`src/rtl/generic_counter.sv`:
```
// generic_counter: free-running modulo counter with a one-cycle terminal-count
// strobe. Counts enabled CLK cycles 0..COUNTER_MAX, wraps to 0 and pulses
// TRIG_OUT once per wrap. RESET is asynchronous and active-low.
//
// Build option: define GENERIC_COUNTER_COMB_TRIG_EN to make TRIG_OUT a
// combinational look-ahead strobe (ENABLE_IN & COUNT==COUNTER_MAX & RESET),
// high in the cycle before the wrap edge. Without it TRIG_OUT is registered,
// glitch-free and safe to use as a downstream clock. COUNT is identical in
// both builds.
module generic_counter #(
  parameter int COUNTER_WIDTH = 4,
  parameter int COUNTER_MAX   = 9
) (
  input  logic                     CLK,
  input  logic                     RESET,
  input  logic                     ENABLE_IN,
  output logic [COUNTER_WIDTH-1:0] COUNT,
  output logic                     TRIG_OUT
);

  // Reject parameterisations that cannot describe a valid counter.
  generate
    if (COUNTER_WIDTH < 1) begin : g_bad_width
      $error("generic_counter: COUNTER_WIDTH must be at least 1");
    end
    if ((COUNTER_MAX < 0) ||
        (longint'(COUNTER_MAX) > ((longint'(1) << COUNTER_WIDTH) - 1))) begin : g_bad_max
      $error("generic_counter: COUNTER_MAX does not fit in COUNTER_WIDTH bits");
    end
  endgenerate

  localparam logic [COUNTER_WIDTH-1:0] MAX_VAL = COUNTER_WIDTH'(COUNTER_MAX);
  localparam logic [COUNTER_WIDTH-1:0] ONE     = COUNTER_WIDTH'(1);

  // Only an exact match is terminal; an out-of-range count just keeps
  // incrementing and wraps modulo 2^COUNTER_WIDTH.
  logic at_max;
  assign at_max = (COUNT == MAX_VAL);

  // Count register: advance on enabled edges, wrap to zero at the terminal count.
  always_ff @(posedge CLK or negedge RESET) begin
    if (!RESET) begin
      COUNT <= '0;
    end else if (ENABLE_IN) begin
      COUNT <= at_max ? '0 : COUNT + ONE;
    end
  end

`ifdef GENERIC_COUNTER_COMB_TRIG_EN
  // Look-ahead strobe: lets a cascaded enable advance on the same edge as the wrap.
  always_comb begin
    TRIG_OUT = ENABLE_IN & at_max & RESET;
  end
`else
  logic trig_q;

  // Registered strobe: high for the single cycle after the wrapping edge.
  always_ff @(posedge CLK or negedge RESET) begin
    if (!RESET) begin
      trig_q <= 1'b0;
    end else begin
      trig_q <= ENABLE_IN & at_max;
    end
  end

  assign TRIG_OUT = trig_q;
`endif

endmodule

```
`config.mk`:
```
export PLATFORM = sky130hd
export DESIGN_NAME = generic_counter
export DESIGN_NICKNAME = d
export VERILOG_FILES = /design/src/rtl/generic_counter.sv
export SDC_FILE = /design/constraint.sdc
export NUM_CORES = 1
export LEC_CHECK = 0
export ABC_CLOCK_PERIOD_IN_PS = 1140
export BUFFER_PORTS_ARGS = -buffer_cell sky130_fd_sc_hd__buf_2
export CORE_AREA = 5 5 42 44
export CTS_CLUSTER_SIZE = 24
export DETAILED_ROUTE_END_ITERATION = 10
export DIE_AREA = 0 0 47 49
export HOLD_SLACK_MARGIN = 0.03
export PLACE_DENSITY = 0.33
export SLEW_MARGIN = 30
export SYNTH_ARGS = -nofsm -noshare
export SYNTH_HDL_FRONTEND = slang
export SYNTH_SLANG_ARGS = --single-unit
```
`constraint.sdc`:
```
create_clock -name CLK -period 1.14 [get_ports CLK]
set_input_delay 0.228 -clock CLK [delete_from_list [all_inputs] [get_ports CLK]]
set_output_delay 0.228 -clock CLK [all_outputs]
set_load 0.01 [all_outputs]
```
# Word level (Yosys, flattened, before mapping)
# Index checks and enable logic that the tools add are counted.
[totals] reg_bits=5 out_inout_bits=5 word_cells=6
[op_classes] n_addsub=1 n_eq_ne=1 mux=1 n_bitwise=1
[ops] operator="4-bit by 1-bit adder with 4-bit output, second input constant" count=1
[ops] operator="4-bit equality test, second input constant" count=1
[ops] operator="4-bit two-way mux" count=1
[ops] operator="1-bit AND" count=1

# Logic depth before layout (Yosys ltp)
[logic_depth] depth_word=2 depth_mapped=3 depth_no_buf=3

# Least setup slack after synthesis
# No wires, ideal clock.
[synth_path] path_kind="register -> register" startpoint="reg COUNT[2]" endpoint="reg COUNT[3]" setup_time_ps=123 arrival_time_ps=805 t_required_ps=1017 setup_slack_ps=212 stages_incl_launch_ff=4 n_path_buf=0 period_less_slack_ps=928 path_cell_list="dfrtp_1 and4b_1 o21ai_1 nand2_1"
[synth_between] elab_chain_cells=2
[synth_rtl] item="start: declaration" line="17" rtl="output logic [COUNTER_WIDTH-1:0] COUNT,"
[synth_rtl] item="start signal: assignment" line="45" rtl="COUNT <= at_max ? '0 : COUNT + ONE;"
[synth_rtl] item="4-bit by 1-bit adder with 4-bit output or 4-bit equality test (tied branches)" line="45, 38"
[synth_rtl] item="4-bit two-way mux *" line="45"
# Every way passes the cells marked *; elsewhere a longest branch is shown, timed or not.
# A chain may end at the register's enable or synchronous reset.

# Worst setup path after layout
[layout_path] startpoint="reg COUNT[1]" endpoint="out COUNT[1]"
# No word-level cell between the ends.

==> run_summary.xml <==
<?xml version="1.0" encoding="UTF-8"?>
<metrics>
  <group name="floorplanning">
    <metric name="num_rows" unit="">14</metric>
    <metric name="die_area" unit="sq um">2300</metric>
    <metric name="floorplan.io_pins" unit="">8</metric>
    <metric name="floorplan.initialDensity" unit="%">15.2</metric>
    <metric name="area_of_the_core" unit="sq um">1400</metric>
    <metric name="die_w" unit="um">47</metric>
    <metric name="die_height" unit="um">49</metric>
  </group>
  <group name="yosys">
    <metric name="post_synth_num_cell_types" unit="">14</metric>
    <metric name="synth_warnings" unit="">0</metric>
    <metric name="seq_area_frac_synth" unit="%">58.8</metric>
    <metric name="postSynthAreaPerCell" unit="sq um">11.8</metric>
    <metric name="ys_ff_latch" unit="">5</metric>
    <metric name="count_of_mapped_cells_out_of_synthesis" unit="">18</metric>
    <metric name="netlist_top_cells_area" unit="">sky130_fd_sc_hd__dfrtp_1 (59%), sky130_fd_sc_hd__and4b_1 (4.7%), sky130_fd_sc_hd__nor2b_2 (4.1%), sky130_fd_sc_hd__xnor2_1 (4.1%), sky130_fd_sc_hd__xor2_1 (4.1%)</metric>
    <metric name="yosysTopAreaCell" unit="">sky130_fd_sc_hd__dfrtp_1</metric>
    <metric name="mappedNetlistArea" unit="sq um">213</metric>
    <metric name="yosysTopAreaCellShare" unit="%">58.8</metric>
    <metric name="postSynthNetCount" unit="">21</metric>
  </group>
  <group name="drt">
    <metric name="drt-vias-per-instance" unit="">3.67</metric>
    <metric name="wire_per_inst" unit="um">9.70</metric>
    <metric name="number_of_search_and_repair_iterations_in_the_first_detailed_routing_pass" unit="">2</metric>
    <metric name="postRouteAntennaNets" unit="">0</metric>
    <metric name="drc_errors" unit="">0</metric>
    <metric name="routed_wl" unit="um">446</metric>
    <metric name="vias" unit="">169</metric>
    <metric name="drt_first_iter_violations" unit="">1</metric>
  </group>
  <group name="cts">
    <metric name="clock_sinks" unit="">5</metric>
    <metric name="clock_tree.buffer_depth" unit="">2</metric>
    <metric name="numCtsBuffers" unit="">3</metric>
    <metric name="hold_buffers" unit="">1</metric>
    <metric name="cts_setup_buffers" unit="">0</metric>
    <metric name="cts.root.buffer_cell" unit="">sky130_fd_sc_hd__clkbuf_4</metric>
    <metric name="htree_num_levels" unit="">1</metric>
    <metric name="tritoncts" unit="">yes</metric>
    <metric name="clk_latency" unit="ns">0.24</metric>
    <metric name="ctsResizeCount" unit="">0</metric>
    <metric name="clk_transition_reported_paths" unit="ns">0.04</metric>
  </group>
  <group name="sta">
    <metric name="actual_slew_at_the_worst_max_slew_pin" unit="ns">0.197</metric>
    <metric name="max_clock_freq" unit="MHz">932</metric>
    <metric name="setup_tns_after_final_layout" unit="ns">0</metric>
    <metric name="skew" unit="ns">0.00174</metric>
    <metric name="maxSlewHeadroom" unit="%">86.9</metric>
    <metric name="part_of_the_cycle_the_worst_path_needs" unit="%">94.1</metric>
    <metric name="finalMaxSlewViolations" unit="">0</metric>
    <metric name="rsz0062_at_grt" unit="">false</metric>
    <metric name="finalHoldViolations" unit="">0</metric>
    <metric name="timing.final.crit_period" unit="ns">1.07</metric>
    <metric name="setup_viol_count_final" unit="">0</metric>
  </group>
  <group name="final_layout">
    <metric name="ff_latch_area" unit="sq um">125</metric>
    <metric name="layout.cells.most_common_list" unit="">sky130_fd_sc_hd__buf_2 (7), sky130_fd_sc_hd__dfrtp_1 (5), sky130_fd_sc_hd__clkbuf_4 (3)</metric>
    <metric name="commonest_non_fill_non_tap_cell_in_the_layout" unit="">sky130_fd_sc_hd__buf_2</metric>
    <metric name="antennaDiodeCount" unit="">0</metric>
    <metric name="num-fill-cells" unit="">162</metric>
    <metric name="post-route-util" unit="%">21.7</metric>
    <metric name="areaGrowthSynthToFinish" unit="%">42.9</metric>
    <metric name="multi_input_comb_area" unit="sq um">87.6</metric>
    <metric name="final_nets" unit="">34</metric>
    <metric name="finish.cell_count_without_fillers" unit="">46</metric>
    <metric name="final_layout_size_suffix_gt1_share" unit="%">40.0</metric>
  </group>
  <group name="worst_setup_path">
    <metric name="critPathMaxStageDelay" unit="ns">0.43</metric>
    <metric name="critical_path.cell_chain" unit="">buf_2</metric>
    <metric name="endpoint" unit="">COUNT[1]</metric>
    <metric name="critical_path_peak_fanout" unit="">7</metric>
    <metric name="critPathBufInv" unit="">1</metric>
    <metric name="rr_endpoint" unit="">COUNT[3]</metric>
    <metric name="crit_slowest_cell" unit="">sky130_fd_sc_hd__dfrtp_1</metric>
    <metric name="reg2reg_from" unit="">COUNT[2]</metric>
    <metric name="r2r.worst_path.cells" unit="">3</metric>
    <metric name="worst_setup_path_end_kind" unit="">primary output</metric>
    <metric name="worst-endpoint-arrival" unit="ns">0.84</metric>
    <metric name="critPathLaunchType" unit="">flop</metric>
    <metric name="worstSetupPathDepth" unit="">1</metric>
    <metric name="crit_start" unit="">COUNT[1]</metric>
    <metric name="slack_of_the_worst_reg_to_reg_path" unit="ns">0.21</metric>
    <metric name="critical_path_required" unit="ns">0.91</metric>
    <metric name="cp_top_family" unit="">flip-flops</metric>
    <metric name="timing_worst_setup_path_type" unit="">reg -&gt; out</metric>
  </group>
  <group name="status">
    <metric name="outcome" unit="">finished, final reports clean</metric>
  </group>
  <group name="placement">
    <metric name="gpl.final_weighted_congestion" unit="">0.658</metric>
    <metric name="placement.io_buffers" unit="">7</metric>
    <metric name="dpl.cell_count" unit="">41</metric>
  </group>
  <group name="pwr">
    <metric name="power.switching_fraction" unit="%">36.1</metric>
    <metric name="power.share.sequential" unit="%">42.1</metric>
    <metric name="worst_ir_drop_vdd" unit="mV">0.991</metric>
    <metric name="switchingPower" unit="mW">0.302</metric>
    <metric name="power.density_cell_area" unit="nW/um^2">2750</metric>
    <metric name="cellInternalPower" unit="mW">0.534</metric>
    <metric name="cellLeakagePower" unit="nW">0.149</metric>
    <metric name="clock_power_share" unit="%">24.9</metric>
    <metric name="combPwrFrac" unit="%">33.0</metric>
  </group>
  <group name="global_routing">
    <metric name="grt_start_max_net_pins" unit="">8</metric>
    <metric name="initial_antenna_violation_count" unit="">0</metric>
    <metric name="global_route_wire_length_before_repair" unit="um">724</metric>
    <metric name="global_route.usage.total" unit="%">5.09</metric>
    <metric name="globalRoute.totalOverflow" unit="">0</metric>
    <metric name="grt_pass1_vias" unit="">147</metric>
  </group>
  <group name="worst_hold_path">
    <metric name="min_path_cells" unit="">2</metric>
    <metric name="worst_hold_path_type" unit="">in -&gt; reg</metric>
  </group>
  <group name="job">
    <metric name="cap_violations" unit="">0</metric>
  </group>
</metrics>
-- cell type report --
cell class	instances	area share, %
multi-input combinational	13	28.8
timing repair buffer	8	14.8
tap	16	6.58
clock buffer	4	8.64
sequential	5	41.2
-- metal layers --
layer / wire length [um] / track usage, % / vias to the layer above
li1: - / - / 86
met1: 207 / 5.78 / 75
met2: 173 / 4.98 / 8
met3: 65 / 6.64 / 0
met4: 0 / 2.76 / 0
met5: 0 / 0 / -
-- flip-flops by register name, indices dropped and copies added, names as in the netlist --
name / cells
COUNT: 4
TRIG_OUT: 1
-- how the worst min path moves through the flow --
| stage | to | start |
|---|---|---|
| floorplan | COUNT[0] | RESET |
| detailed placement | TRIG_OUT | RESET |
| global placement | TRIG_OUT | RESET |
| finish | COUNT[0] | ENABLE_IN |
| CTS | COUNT[0] | ENABLE_IN |
| global route | COUNT[0] | ENABLE_IN |
-- synthesized netlist by cell type, drive strengths merged --
cell,instances
a21o,1
xnor2,1
nor3,1
and4b,1
nand2,2
xor2,1
dfrtp,5
o21ai,2
nor3b,1
nor2b,2
nand3,1
-- stage by stage --
stage | total power [mW] | hold WS [ns] | area (sq um) | worst slack (ns)
floorplan | 0.517 | -0.0676 | 213 | 0.212
global placement | 0.632 | 0.0539 | 268 | 0.222
detailed placement | 0.637 | 0.0510 | 268 | 0.194
CTS | 0.861 | 0.206 | 304 | 0.0451
global route | 0.912 | 0.218 | 304 | 0.00597
finish | 0.836 | 0.216 | 304 | 0.0675
-- cell families (layout without fill, tap and decap cells) --
family / after synthesis / after routing / synth area share (%)
and+or+nand+nor: 8 / 8 / 24.7
xor gates and xnor gates: 2 / 2 / 8.24
DFF: 5 / 5 / 58.8
AOI/OAI and AO/OA: 3 / 3 / 8.23
buffers and inverters: 0 / 12 / 0
-- power by group through the flow --
stage          clock (mW)  sequential [mW]  combinational (mW)
3_5_place_dp            0            0.357               0.280
3_3_place_gp            0            0.353               0.279
4_1_cts             0.223            0.355               0.283
6_report            0.208            0.352               0.276
2_1_floorplan           0            0.379               0.138
5_1_grt             0.237            0.372               0.303
(Power assumes the default switching activity.)
